**src/rtl/scanner_fifo_tx.sv**
```systemverilog
// Gondola scanner: buffers sampled sensor bits, reports fill level on the serial link and
// streams the buffer on permit. Define SCANNER_CRC_EN to append a CRC-8 after the payload.
module scanner_fifo_tx #(
  parameter int DEPTH      = 1024,
  parameter int SAMPLE_DIV = 2,
  parameter int HDR_W      = 8,
  localparam int AW        = $clog2(DEPTH) + 1
) (
  input  logic          clk,
  input  logic          rst,
  input  logic          go_to_standby,
  input  logic          start_scanning,
  input  logic          active,
  input  logic          sample_bit,
  input  logic          transfer_permit,
  input  logic          flush,
  input  logic          transfer_ready,
  output logic          transfer_data,
  output logic          transfer_clock,
  output logic [AW-1:0] bits_used,
  output logic [2:0]    state,
  output logic          transfer_permit_received
);

  localparam int PW = $clog2(DEPTH);
  localparam int DW = (SAMPLE_DIV > 1) ? $clog2(SAMPLE_DIV) : 1;
`ifdef SCANNER_CRC_EN
  localparam int CRC_LEN = 8;
`else
  localparam int CRC_LEN = 0;
`endif
  localparam int XFER_LEN = HDR_W + DEPTH + CRC_LEN;
  localparam int CW = $clog2(XFER_LEN + 1);
  localparam logic [AW-1:0] T50  = AW'(DEPTH * 50 / 100);
  localparam logic [AW-1:0] T80  = AW'(DEPTH * 80 / 100);
  localparam logic [AW-1:0] T90  = AW'(DEPTH * 90 / 100);
  localparam logic [AW-1:0] T100 = AW'(DEPTH);

  typedef enum logic [2:0] {
    S_LOWPOWER = 3'd0,
    S_STANDBY  = 3'd1,
    S_ACTIVE   = 3'd2,
    S_IDLE     = 3'd3,
    S_TRANSFER = 3'd4,
    S_FLUSH    = 3'd5
  } state_t;

  state_t           state_q;
  logic [AW-1:0]    bits_q, pay_q, bits_up_d;
  logic [PW-1:0]    wr_q, rd_q;
  logic [DW-1:0]    div_q;
  logic [HDR_W-1:0] sr_q, pend_q, new_code;
  logic             pend_vld_q, latch_q;
  logic [CW-1:0]    tx_cnt_q;
  logic             mem [DEPTH];
  logic             wr_en, new_vld, shift, tx_free, xfer_go, in_payload, pop, app_bit;
`ifdef SCANNER_CRC_EN
  logic [7:0]       crc_q;

  function automatic logic [7:0] crc8_step(input logic [7:0] c, input logic b);
    return {c[6:0], 1'b0} ^ (((c[7] ^ b) == 1'b1) ? 8'h07 : 8'h00);
  endfunction
`endif

  function automatic logic [PW-1:0] ptr_inc(input logic [PW-1:0] p);
    return (p == PW'(DEPTH - 1)) ? '0 : p + PW'(1);
  endfunction

  assign bits_up_d  = bits_q + AW'(1);
  assign wr_en      = (state_q == S_ACTIVE) && (div_q == DW'(SAMPLE_DIV - 1)) && active
                      && (bits_q < T100);
  assign new_vld    = wr_en && ((bits_up_d == T50) || (bits_up_d == T80) ||
                                (bits_up_d == T90) || (bits_up_d == T100));
  assign new_code   = (bits_up_d == T100) ? HDR_W'(4) :
                      (bits_up_d == T90)  ? HDR_W'(3) :
                      (bits_up_d == T80)  ? HDR_W'(2) : HDR_W'(1);
  assign shift      = active && transfer_ready && (tx_cnt_q != '0);
  // The serializer can take a new frame on the same edge its last bit leaves.
  assign tx_free    = (tx_cnt_q == '0) || ((tx_cnt_q == CW'(1)) && shift);
  assign xfer_go    = (state_q == S_IDLE) && (transfer_permit || latch_q) && active
                      && (tx_cnt_q == '0) && !pend_vld_q;
  assign in_payload = (state_q == S_TRANSFER) && (pay_q != '0);
  assign pop        = shift && in_payload;

  always_comb begin
    app_bit = 1'b0;
    if (in_payload) app_bit = mem[rd_q];
`ifdef SCANNER_CRC_EN
    else if (state_q == S_TRANSFER) app_bit = crc_q[7];
`endif
  end

  always_ff @(posedge clk) begin
    if (wr_en) mem[wr_q] <= sample_bit;
  end

  always_ff @(posedge clk) begin
    if (rst) begin
      state_q    <= S_LOWPOWER;
      bits_q     <= '0;
      pay_q      <= '0;
      wr_q       <= '0;
      rd_q       <= '0;
      div_q      <= '0;
      sr_q       <= '0;
      pend_q     <= '0;
      pend_vld_q <= 1'b0;
      latch_q    <= 1'b0;
      tx_cnt_q   <= '0;
`ifdef SCANNER_CRC_EN
      crc_q      <= '0;
`endif
    end else begin
      case (state_q)
        S_LOWPOWER: if (go_to_standby) state_q <= S_STANDBY;
        S_STANDBY:  if (start_scanning) state_q <= S_ACTIVE;
        S_ACTIVE: begin
          div_q <= (div_q == DW'(SAMPLE_DIV - 1)) ? '0 : div_q + DW'(1);
          if (transfer_permit && (bits_q >= T80)) latch_q <= 1'b1;
          if (wr_en) begin
            wr_q   <= ptr_inc(wr_q);
            bits_q <= bits_up_d;
            if (bits_up_d == T100) begin
              state_q <= S_IDLE;
              div_q   <= '0;
            end
          end
        end
        S_IDLE: begin
          if (xfer_go) begin
            state_q <= S_TRANSFER;
            pay_q   <= AW'(DEPTH);
            latch_q <= 1'b0;
`ifdef SCANNER_CRC_EN
            crc_q   <= '0;
`endif
          end else if (flush && active) begin
            state_q <= S_FLUSH;
          end
        end
        S_TRANSFER: begin
          if (pop) begin
            rd_q  <= ptr_inc(rd_q);
            pay_q <= pay_q - AW'(1);
            if (bits_q != '0) bits_q <= bits_q - AW'(1);
`ifdef SCANNER_CRC_EN
            crc_q <= crc8_step(crc_q, app_bit);
          end else if (shift) begin
            crc_q <= {crc_q[6:0], 1'b0};
`endif
          end
          if ((tx_cnt_q == '0) && (bits_q == '0)) state_q <= S_LOWPOWER;
        end
        S_FLUSH: begin
          if (bits_q == '0) begin
            state_q <= S_LOWPOWER;
            rd_q    <= '0;
            wr_q    <= '0;
          end else if (active) begin
            bits_q <= bits_q - AW'(1);
          end
        end
        default: state_q <= S_LOWPOWER;
      endcase

      // Serializer: bulk header, then pending frame, then fresh frame, else shift.
      if (xfer_go) begin
        sr_q     <= HDR_W'(8'h07);
        tx_cnt_q <= CW'(XFER_LEN);
      end else if (tx_free && pend_vld_q) begin
        sr_q       <= pend_q;
        tx_cnt_q   <= CW'(HDR_W);
        pend_vld_q <= new_vld;
        if (new_vld) pend_q <= new_code;
      end else if (tx_free && new_vld) begin
        sr_q     <= new_code;
        tx_cnt_q <= CW'(HDR_W);
      end else begin
        if (new_vld) begin
          pend_q     <= new_code;
          pend_vld_q <= 1'b1;
        end
        if (shift) begin
          sr_q     <= {sr_q[HDR_W-2:0], app_bit};
          tx_cnt_q <= tx_cnt_q - CW'(1);
        end
      end
    end
  end

  assign transfer_data            = sr_q[HDR_W-1];
  assign transfer_clock           = clk & (tx_cnt_q != '0);
  assign bits_used                = bits_q;
  assign state                    = state_q;
  assign transfer_permit_received = latch_q;

endmodule
```
**config.mk**
```make
export PLATFORM = sky130hd
export DESIGN_NAME = scanner_fifo_tx
export DESIGN_NICKNAME = d
export VERILOG_FILES = /design/src/rtl/scanner_fifo_tx.sv
export SDC_FILE = /design/constraint.sdc
export NUM_CORES = 2
export LEC_CHECK = 0
export BUFFER_PORTS_ARGS = -buffer_cell sky130_fd_sc_hd__buf_2
export CORE_MARGIN = 4
export CORE_UTILIZATION = 61
export DETAILED_ROUTE_END_ITERATION = 10
export PLACE_DENSITY = 0.78
export SYNTH_ARGS = -nofsm -noshare
export SYNTH_HDL_FRONTEND = slang
export SYNTH_SLANG_ARGS = --single-unit
```
**constraint.sdc**
```tcl
create_clock -name clk -period 5.1 [get_ports clk]
set_input_delay 0.255 -clock clk [delete_from_list [all_inputs] [get_ports clk]]
set_output_delay 0.255 -clock clk [all_outputs]
set_load 0.01 [all_outputs]
```
Word-level counts from Yosys, hierarchy flattened
Memory sizes are Yosys's and may differ from the RTL's. A register that Yosys moved wholly into a read port is not among the register bits.
Index checks and enable logic that the tools add are counted.
Word-level totals
  flip-flop bits (word level): 75
  output and inout bits: 17
  memories kept: 1
  RAM bits: 1024
  word-level logic and storage cells: 152
Operators by class
  $add $sub $neg: 7
  muxes and demuxes: 53
  reductions and logical operators: 48
  equal/unequal tests: 26
  bitwise operators: 2
  magnitude comparators: 2
Memory list
  mem: depth 1024, width 1, read ports 1, clocked after memory_dff 1, wr ports 1, line 55  | logic mem [DEPTH];
Operator list (number)
  2-to-1 mux 11 bit: 11
  2-to-1 mux 10 bit: 7
  2-to-1 mux 8 bit: 6
  case mux 10 bit (2 select lines): 2
  equality test 11 x 10 -> 1 bit, second input constant: 3
  case mux 11 bit (3 select lines): 1
  nonzero test 11 bit: 3
  subtractor 11 x 1 -> 11 bit, second input constant: 3
  2-to-1 mux 3 bit: 10
  zero test 11 bit: 2
  case mux 11 bit (2 select lines): 1
  adder 10 x 1 -> 10 bit, second input constant: 2
  equality test 10 bit, second input constant: 2
  logical AND 1 bit: 18
  inequality test 2 bit, second input constant: 9
  case mux 3 bit (6 select lines): 1
  AND reduction 3 bit: 5
  adder 11 x 1 -> 11 bit, second input constant: 1
  equality test 11 x 1 -> 1 bit, second input constant: 1
  equality test 11 bit, second input constant: 1
  >= comparator 11 x 10 -> 1 bit, second input constant: 1
  < comparator 11 bit, second input constant: 1
  2-to-1 mux 1 bit: 11
  nonzero test 2 bit: 5
  other kinds (20): 31

Logic depth before layout (Yosys ltp)
  word-level depth: 10
  gate-level depth with buffers: 14

==> flow_summary.html <==
<table>
<tr><th>Metric</th><th>Value</th></tr>
<tr><th colspan="2">Clock network</th></tr>
<tr><td>Clock latency on the worst-skew pair</td><td>0.79 ns</td></tr>
<tr><td>Clock transition at the registers of the reported paths</td><td>0.06 ns</td></tr>
<tr><td>Clock tree from TritonCTS</td><td>done</td></tr>
<tr><th colspan="2">Timing</th></tr>
<tr><td>Total of endpoints with negative setup slack in the final report</td><td>0</td></tr>
<tr><td>Hold slack final</td><td>0.04456 ns</td></tr>
<tr><td>Setup WS post-layout</td><td>just over 1 ns</td></tr>
<tr><td>Slew at the pin closest to its max-slew limit</td><td>1.290 ns</td></tr>
<tr><td>Final critical delay including setup and external delays</td><td>4.095 ns</td></tr>
<tr><td>Final hold violation count</td><td>0</td></tr>
<tr><td>Clock Skews</td><td>slightly below 0.02 ns</td></tr>
<tr><td>Unrepaired setup endpoints after global routing</td><td>no</td></tr>
<tr><td>Max_slew headroom</td><td>0.1398</td></tr>
<tr><td>Setup total negative slack</td><td>0 ns</td></tr>
<tr><td>Post-route fraction of the period consumed by the critical path</td><td>0.8028</td></tr>
<tr><td>Number of max-slew violations in the final report</td><td>0</td></tr>
<tr><td>Maximum operating frequency</td><td>244.2 MHz</td></tr>
<tr><th colspan="2">Routing</th></tr>
<tr><td>Remaining number of nets flagged by the antenna check after routing</td><td>0</td></tr>
<tr><td>Length of the first detailed-routing pass in iterations</td><td>6</td></tr>
<tr><td>Overall routed net length</td><td>approximately 130 mm</td></tr>
<tr><td>Post-route DRC violation count</td><td>0</td></tr>
<tr><td>Vias after detailed routing</td><td>~30000</td></tr>
<tr><td>First DRT Iteration DRCs</td><td>roughly 4700</td></tr>
<tr><td>DR vias/cell</td><td>6.624</td></tr>
<tr><td>Detail-routed net length per standard cell</td><td>between 20 and 30 um</td></tr>
<tr><th colspan="2">Synth</th></tr>
<tr><td>Count of cell types in the netlist</td><td>81</td></tr>
<tr><td>Cell type with the highest aggregate area in the netlist</td><td>sky130_fd_sc_hd__edfxtp_1</td></tr>
<tr><td>Main area contributors after synthesis</td><td>sky130_fd_sc_hd__edfxtp_1 63%, sky130_fd_sc_hd__mux4_2 11%, sky130_fd_sc_hd__nor2_1 8.6%</td></tr>
<tr><td>Synth warn</td><td>0</td></tr>
<tr><td>Synthesized Nets</td><td>between 3000 and 4000</td></tr>
<tr><td>Avg Synthesized Cell Area</td><td>about 14 um^2</td></tr>
<tr><td>Most common library cells after synthesis</td><td>1123 x sky130_fd_sc_hd__nor2_1, 1024 x sky130_fd_sc_hd__edfxtp_1, 237 x sky130_fd_sc_hd__clkbuf_1, 234 x sky130_fd_sc_hd__mux4_2, 152 x sky130_fd_sc_hd__nand2_1</td></tr>
<tr><td>Number of enable flip-flop cells after synthesis</td><td>1024</td></tr>
<tr><td>Post-Syn Instances</td><td>~3600</td></tr>
<tr><td>Yosys reg bits</td><td>between 1000 and 1500</td></tr>
<tr><td>Cell area after synthesis</td><td>a little under 0.05 mm^2</td></tr>
<tr><td>Portion of the post-synthesis area used by sequential elements</td><td>0.6633</td></tr>
<tr><td>Top-count cell post-synth</td><td>sky130_fd_sc_hd__nor2_1</td></tr>
<tr><td>Primary FF master, synth</td><td>sky130_fd_sc_hd__edfxtp_1</td></tr>
<tr><td>Fraction of synthesized cell area taken by the top area cell type</td><td>0.6304</td></tr>
<tr><td>Asr flop ratio synth</td><td>0</td></tr>
<tr><th colspan="2">Placed design</th></tr>
<tr><td>Port Buffer Count</td><td>25</td></tr>
<tr><td>Gp weighted congestion</td><td>approximately 0.9</td></tr>
<tr><td>Detailed placement HPWL</td><td>approximately 70 mm</td></tr>
<tr><td>Worst slack at placement</td><td>approximately 1.1 ns</td></tr>
<tr><th colspan="2">Flow run</th></tr>
<tr><td>Max-capacitance violation count</td><td>0</td></tr>
<tr><th colspan="2">GRT</th></tr>
<tr><td>Initial antenna violation count</td><td>2</td></tr>
<tr><td>Via count of the first global-routing pass</td><td>between 20000 and 30000</td></tr>
<tr><td>Global-route total usage across every layer</td><td>0.2998</td></tr>
<tr><td>GRT overflow</td><td>0</td></tr>
<tr><td>Pin count of the biggest net entering global routing</td><td>around 210</td></tr>
<tr><td>Global-route wire length before repair</td><td>around 190 mm</td></tr>
<tr><th colspan="2">Critical path</th></tr>
<tr><td>Buffer and inverter count on the worst path</td><td>0</td></tr>
<tr><td>Required time of the critical path</td><td>about 5.8 ns</td></tr>
<tr><td>Startpoint-to-endpoint class of the critical path</td><td>reg -&gt; reg</td></tr>
<tr><td>Delay-heaviest family, CP</td><td>compound AO/OA/AOI/OAI gates</td></tr>
<tr><td>Kind of end point of the critical path</td><td>flip-flop</td></tr>
<tr><td>Worst endpoint data arrival time</td><td>roughly 4.8 ns</td></tr>
<tr><td>Largest stage delay, worst path</td><td>0.92 ns</td></tr>
<tr><td>Critical path's slowest cell</td><td>sky130_fd_sc_hd__dfxtp_4</td></tr>
<tr><td>Crit Path Max Fanout</td><td>48</td></tr>
<tr><td>Crit start category</td><td>flip-flop</td></tr>
<tr><td>Critical path's most frequent cell</td><td>sky130_fd_sc_hd__o211ai_2</td></tr>
<tr><td>Cell breakdown of the critical path</td><td>nand2b_1 &gt; o221ai_1 &gt; o22ai_1 &gt; a211oi_1 &gt; a41oi_1 &gt; or4_1 &gt; o211ai_2 &gt; o211ai_2 &gt; o211ai_1</td></tr>
<tr><th colspan="2">Floorplan</th></tr>
<tr><td>Area of the placeable core</td><td>0.07913 mm^2</td></tr>
<tr><td>Die Span Y</td><td>between 200 and 300 um</td></tr>
<tr><td>Effective utilization at floorplan</td><td>0.6164</td></tr>
<tr><td>Full die area</td><td>between 0.08 and 0.09 mm^2</td></tr>
<tr><td>Cell Rows</td><td>a little over 100</td></tr>
<tr><td>Chip width</td><td>between 200 and 300 um</td></tr>
<tr><td>Boundary pin count</td><td>26</td></tr>
<tr><th colspan="2">Final layout</th></tr>
<tr><td>Fraction of final layout cells sized beyond drive strength 1</td><td>0.1596</td></tr>
<tr><td>NumNets Final</td><td>~3500</td></tr>
<tr><td>Layout area overhead</td><td>9.025%</td></tr>
<tr><td>Utilization after layout</td><td>0.6720</td></tr>
<tr><th colspan="2">Power and ir drop</th></tr>
<tr><td>Worst voltage drop across the vdd grid</td><td>about 0.00034 V</td></tr>
<tr><td>PwrDens</td><td>roughly 350 mW/mm^2</td></tr>
<tr><td>Standby leakage power</td><td>between 15 and 20 nW</td></tr>
<tr><td>Total chip power</td><td>between 0.015 and 0.02 W</td></tr>
<tr><th colspan="2">Outcome</th></tr>
<tr><td>Run status</td><td>complete, no violations</td></tr>
<tr><th colspan="2">Worst hold path</th></tr>
<tr><td>Classification of the worst-slack hold path</td><td>in -&gt; reg</td></tr>
<tr><td>Hold_sp</td><td>start_scanning</td></tr>
</table>
==> placed cells by master (no fill, tap or decap), types with 10 or more instances in the layout <==
master                      Yosys  routed
sky130_fd_sc_hd__xor2_1        16      16
sky130_fd_sc_hd__and3_1        10      10
sky130_fd_sc_hd__or3_1         14      14
sky130_fd_sc_hd__nor4_1        17      17
sky130_fd_sc_hd__nor3b_1       10      10
sky130_fd_sc_hd__mux2i_1       85      85
sky130_fd_sc_hd__edfxtp_1    1024    1024
sky130_fd_sc_hd__nor2b_1       22      22
sky130_fd_sc_hd__a211oi_1      17      17
sky130_fd_sc_hd__buf_4         18      70
sky130_fd_sc_hd__mux2_2        13      13
sky130_fd_sc_hd__o21ai_0       32      32
sky130_fd_sc_hd__nor3_1        21      21
sky130_fd_sc_hd__inv_1         24      23
sky130_fd_sc_hd__buf_12         5      11
sky130_fd_sc_hd__a31oi_1       13      13
sky130_fd_sc_hd__a21oi_1       59      59
sky130_fd_sc_hd__clkbuf_16      0     116
sky130_fd_sc_hd__mux4_2       234     234
sky130_fd_sc_hd__o221ai_1      22      22
sky130_fd_sc_hd__a22oi_1       33      33
sky130_fd_sc_hd__and2_1        13      13
sky130_fd_sc_hd__nor2_1      1123    1123
sky130_fd_sc_hd__nand4_1       18      18
sky130_fd_sc_hd__clkinv_2       0      21
sky130_fd_sc_hd__dfxtp_1       80      75
sky130_fd_sc_hd__clkbuf_1     237      22
sky130_fd_sc_hd__ha_1          14      14
sky130_fd_sc_hd__o22ai_1       16      16
sky130_fd_sc_hd__nand3_1       33      33
sky130_fd_sc_hd__buf_2         39      24
sky130_fd_sc_hd__nand2_2        0      32
sky130_fd_sc_hd__nand2_1      152     120
sky130_fd_sc_hd__nand2b_1      13      13
sky130_fd_sc_hd__xnor2_1       25      25
sky130_fd_sc_hd__clkinv_1       0      23
==> registers in the layout, summed over array words and instances, names as in the netlist, named ones only <==
register and cells:
rd_q 10, pay_q 11, pend_vld_q 1, sr_q 8
bits_used 11, mem 1024, wr_q 10, transfer_permit_received 1
pend_q 3, div_q 1, tx_cnt_q 11, state 3
==> power by group <==
| group | internal (W) | total (W) | switching (W) |
|---|---|---|---|
| combinational | 0.000167 | 0.000508 | 0.000341 |
| clock | 0.00470 | 0.00814 | 0.00344 |
| sequential | 0.00992 | 0.00997 | 0.0000497 |
| total | 0.0148 | 0.0186 | 0.00383 |
==> repair_timing <==
item / in CTS / in global routing
hold buffers: 7 / 0
resized for setup: 0 / 0
setup buffers: 0 / 0
endpoints found under the hold margin: 25 / 0
==> cells by family after synthesis <==
kind of cell | synth area share
XOR/XNOR | 0.007362
flip-flops | 0.6633
AO/OA/AOI/OAI | 0.03502
AND/OR/NAND/NOR | 0.1255
adder cells (fa/ha/maj) | 0.003797
buffers and inverters | 0.03443
multiplexers | 0.1307
==> metrics by stage <==
step           cell area, um^2  cells
3_5_place_dp             49480   4407
4_1_cts                  53170   4622
3_3_place_gp             49480   4407
2_1_floorplan            48770   3576
6_report                 53180   4623
5_1_grt                  53170   4622
==> layer usage <==
layer	vias to the layer above	wire, um	part of all wire	track usage
met2	2045	59820	0.47	0.4693
met5	-	27	0.00021	0
met1	15307	44430	0.35	0.4122
li1	12864	-	-	-
met4	4	6370	0.050	0.1309
met3	402	16390	0.13	0.06648
==> path summary, 6_finish.rpt <==
kind | cells after the start | endpoint | slack (ns)
hold / removal | 6 | state[0]$_SDFFE_PP0P_ | 0.04
hold reg to reg | 2 | sr_q[5]$_SDFFE_PP0P_ | 0.44
setup reg to reg | 9 | sr_q[0]$_SDFFE_PP0P_ | 1.01
setup / recovery | 9 | sr_q[0]$_SDFFE_PP0P_ | 1.01
==> worst min-delay path, cell delays in order <==
cell and delay [ns]:
sky130_fd_sc_hd__buf_2 0.08, sky130_fd_sc_hd__mux2_2 0.13, sky130_fd_sc_hd__mux2_2 0.13, sky130_fd_sc_hd__o21ai_0 0.06
sky130_fd_sc_hd__nand2_1 0.07, sky130_fd_sc_hd__a21oi_1 0.06
==> cell type report <==
| type | count | area [um^2] |
|---|---|---|
| Timing Repair Buffer | 112 | 945.9 |
| Fill cell | 5327 | 25950 |
| Clock buffer | 148 | 3084 |
| Clock inverter | 61 | 548.0 |
| Antenna cell | 1 | 2.502 |
| Multi-Input combinational cell | 2123 | 14820 |
| Inverter | 24 | 90.09 |
| Tap cell | 1050 | 1314 |
| Sequential cell | 1104 | 32370 |
Note: power is estimated with default switching activity, not from simulation.
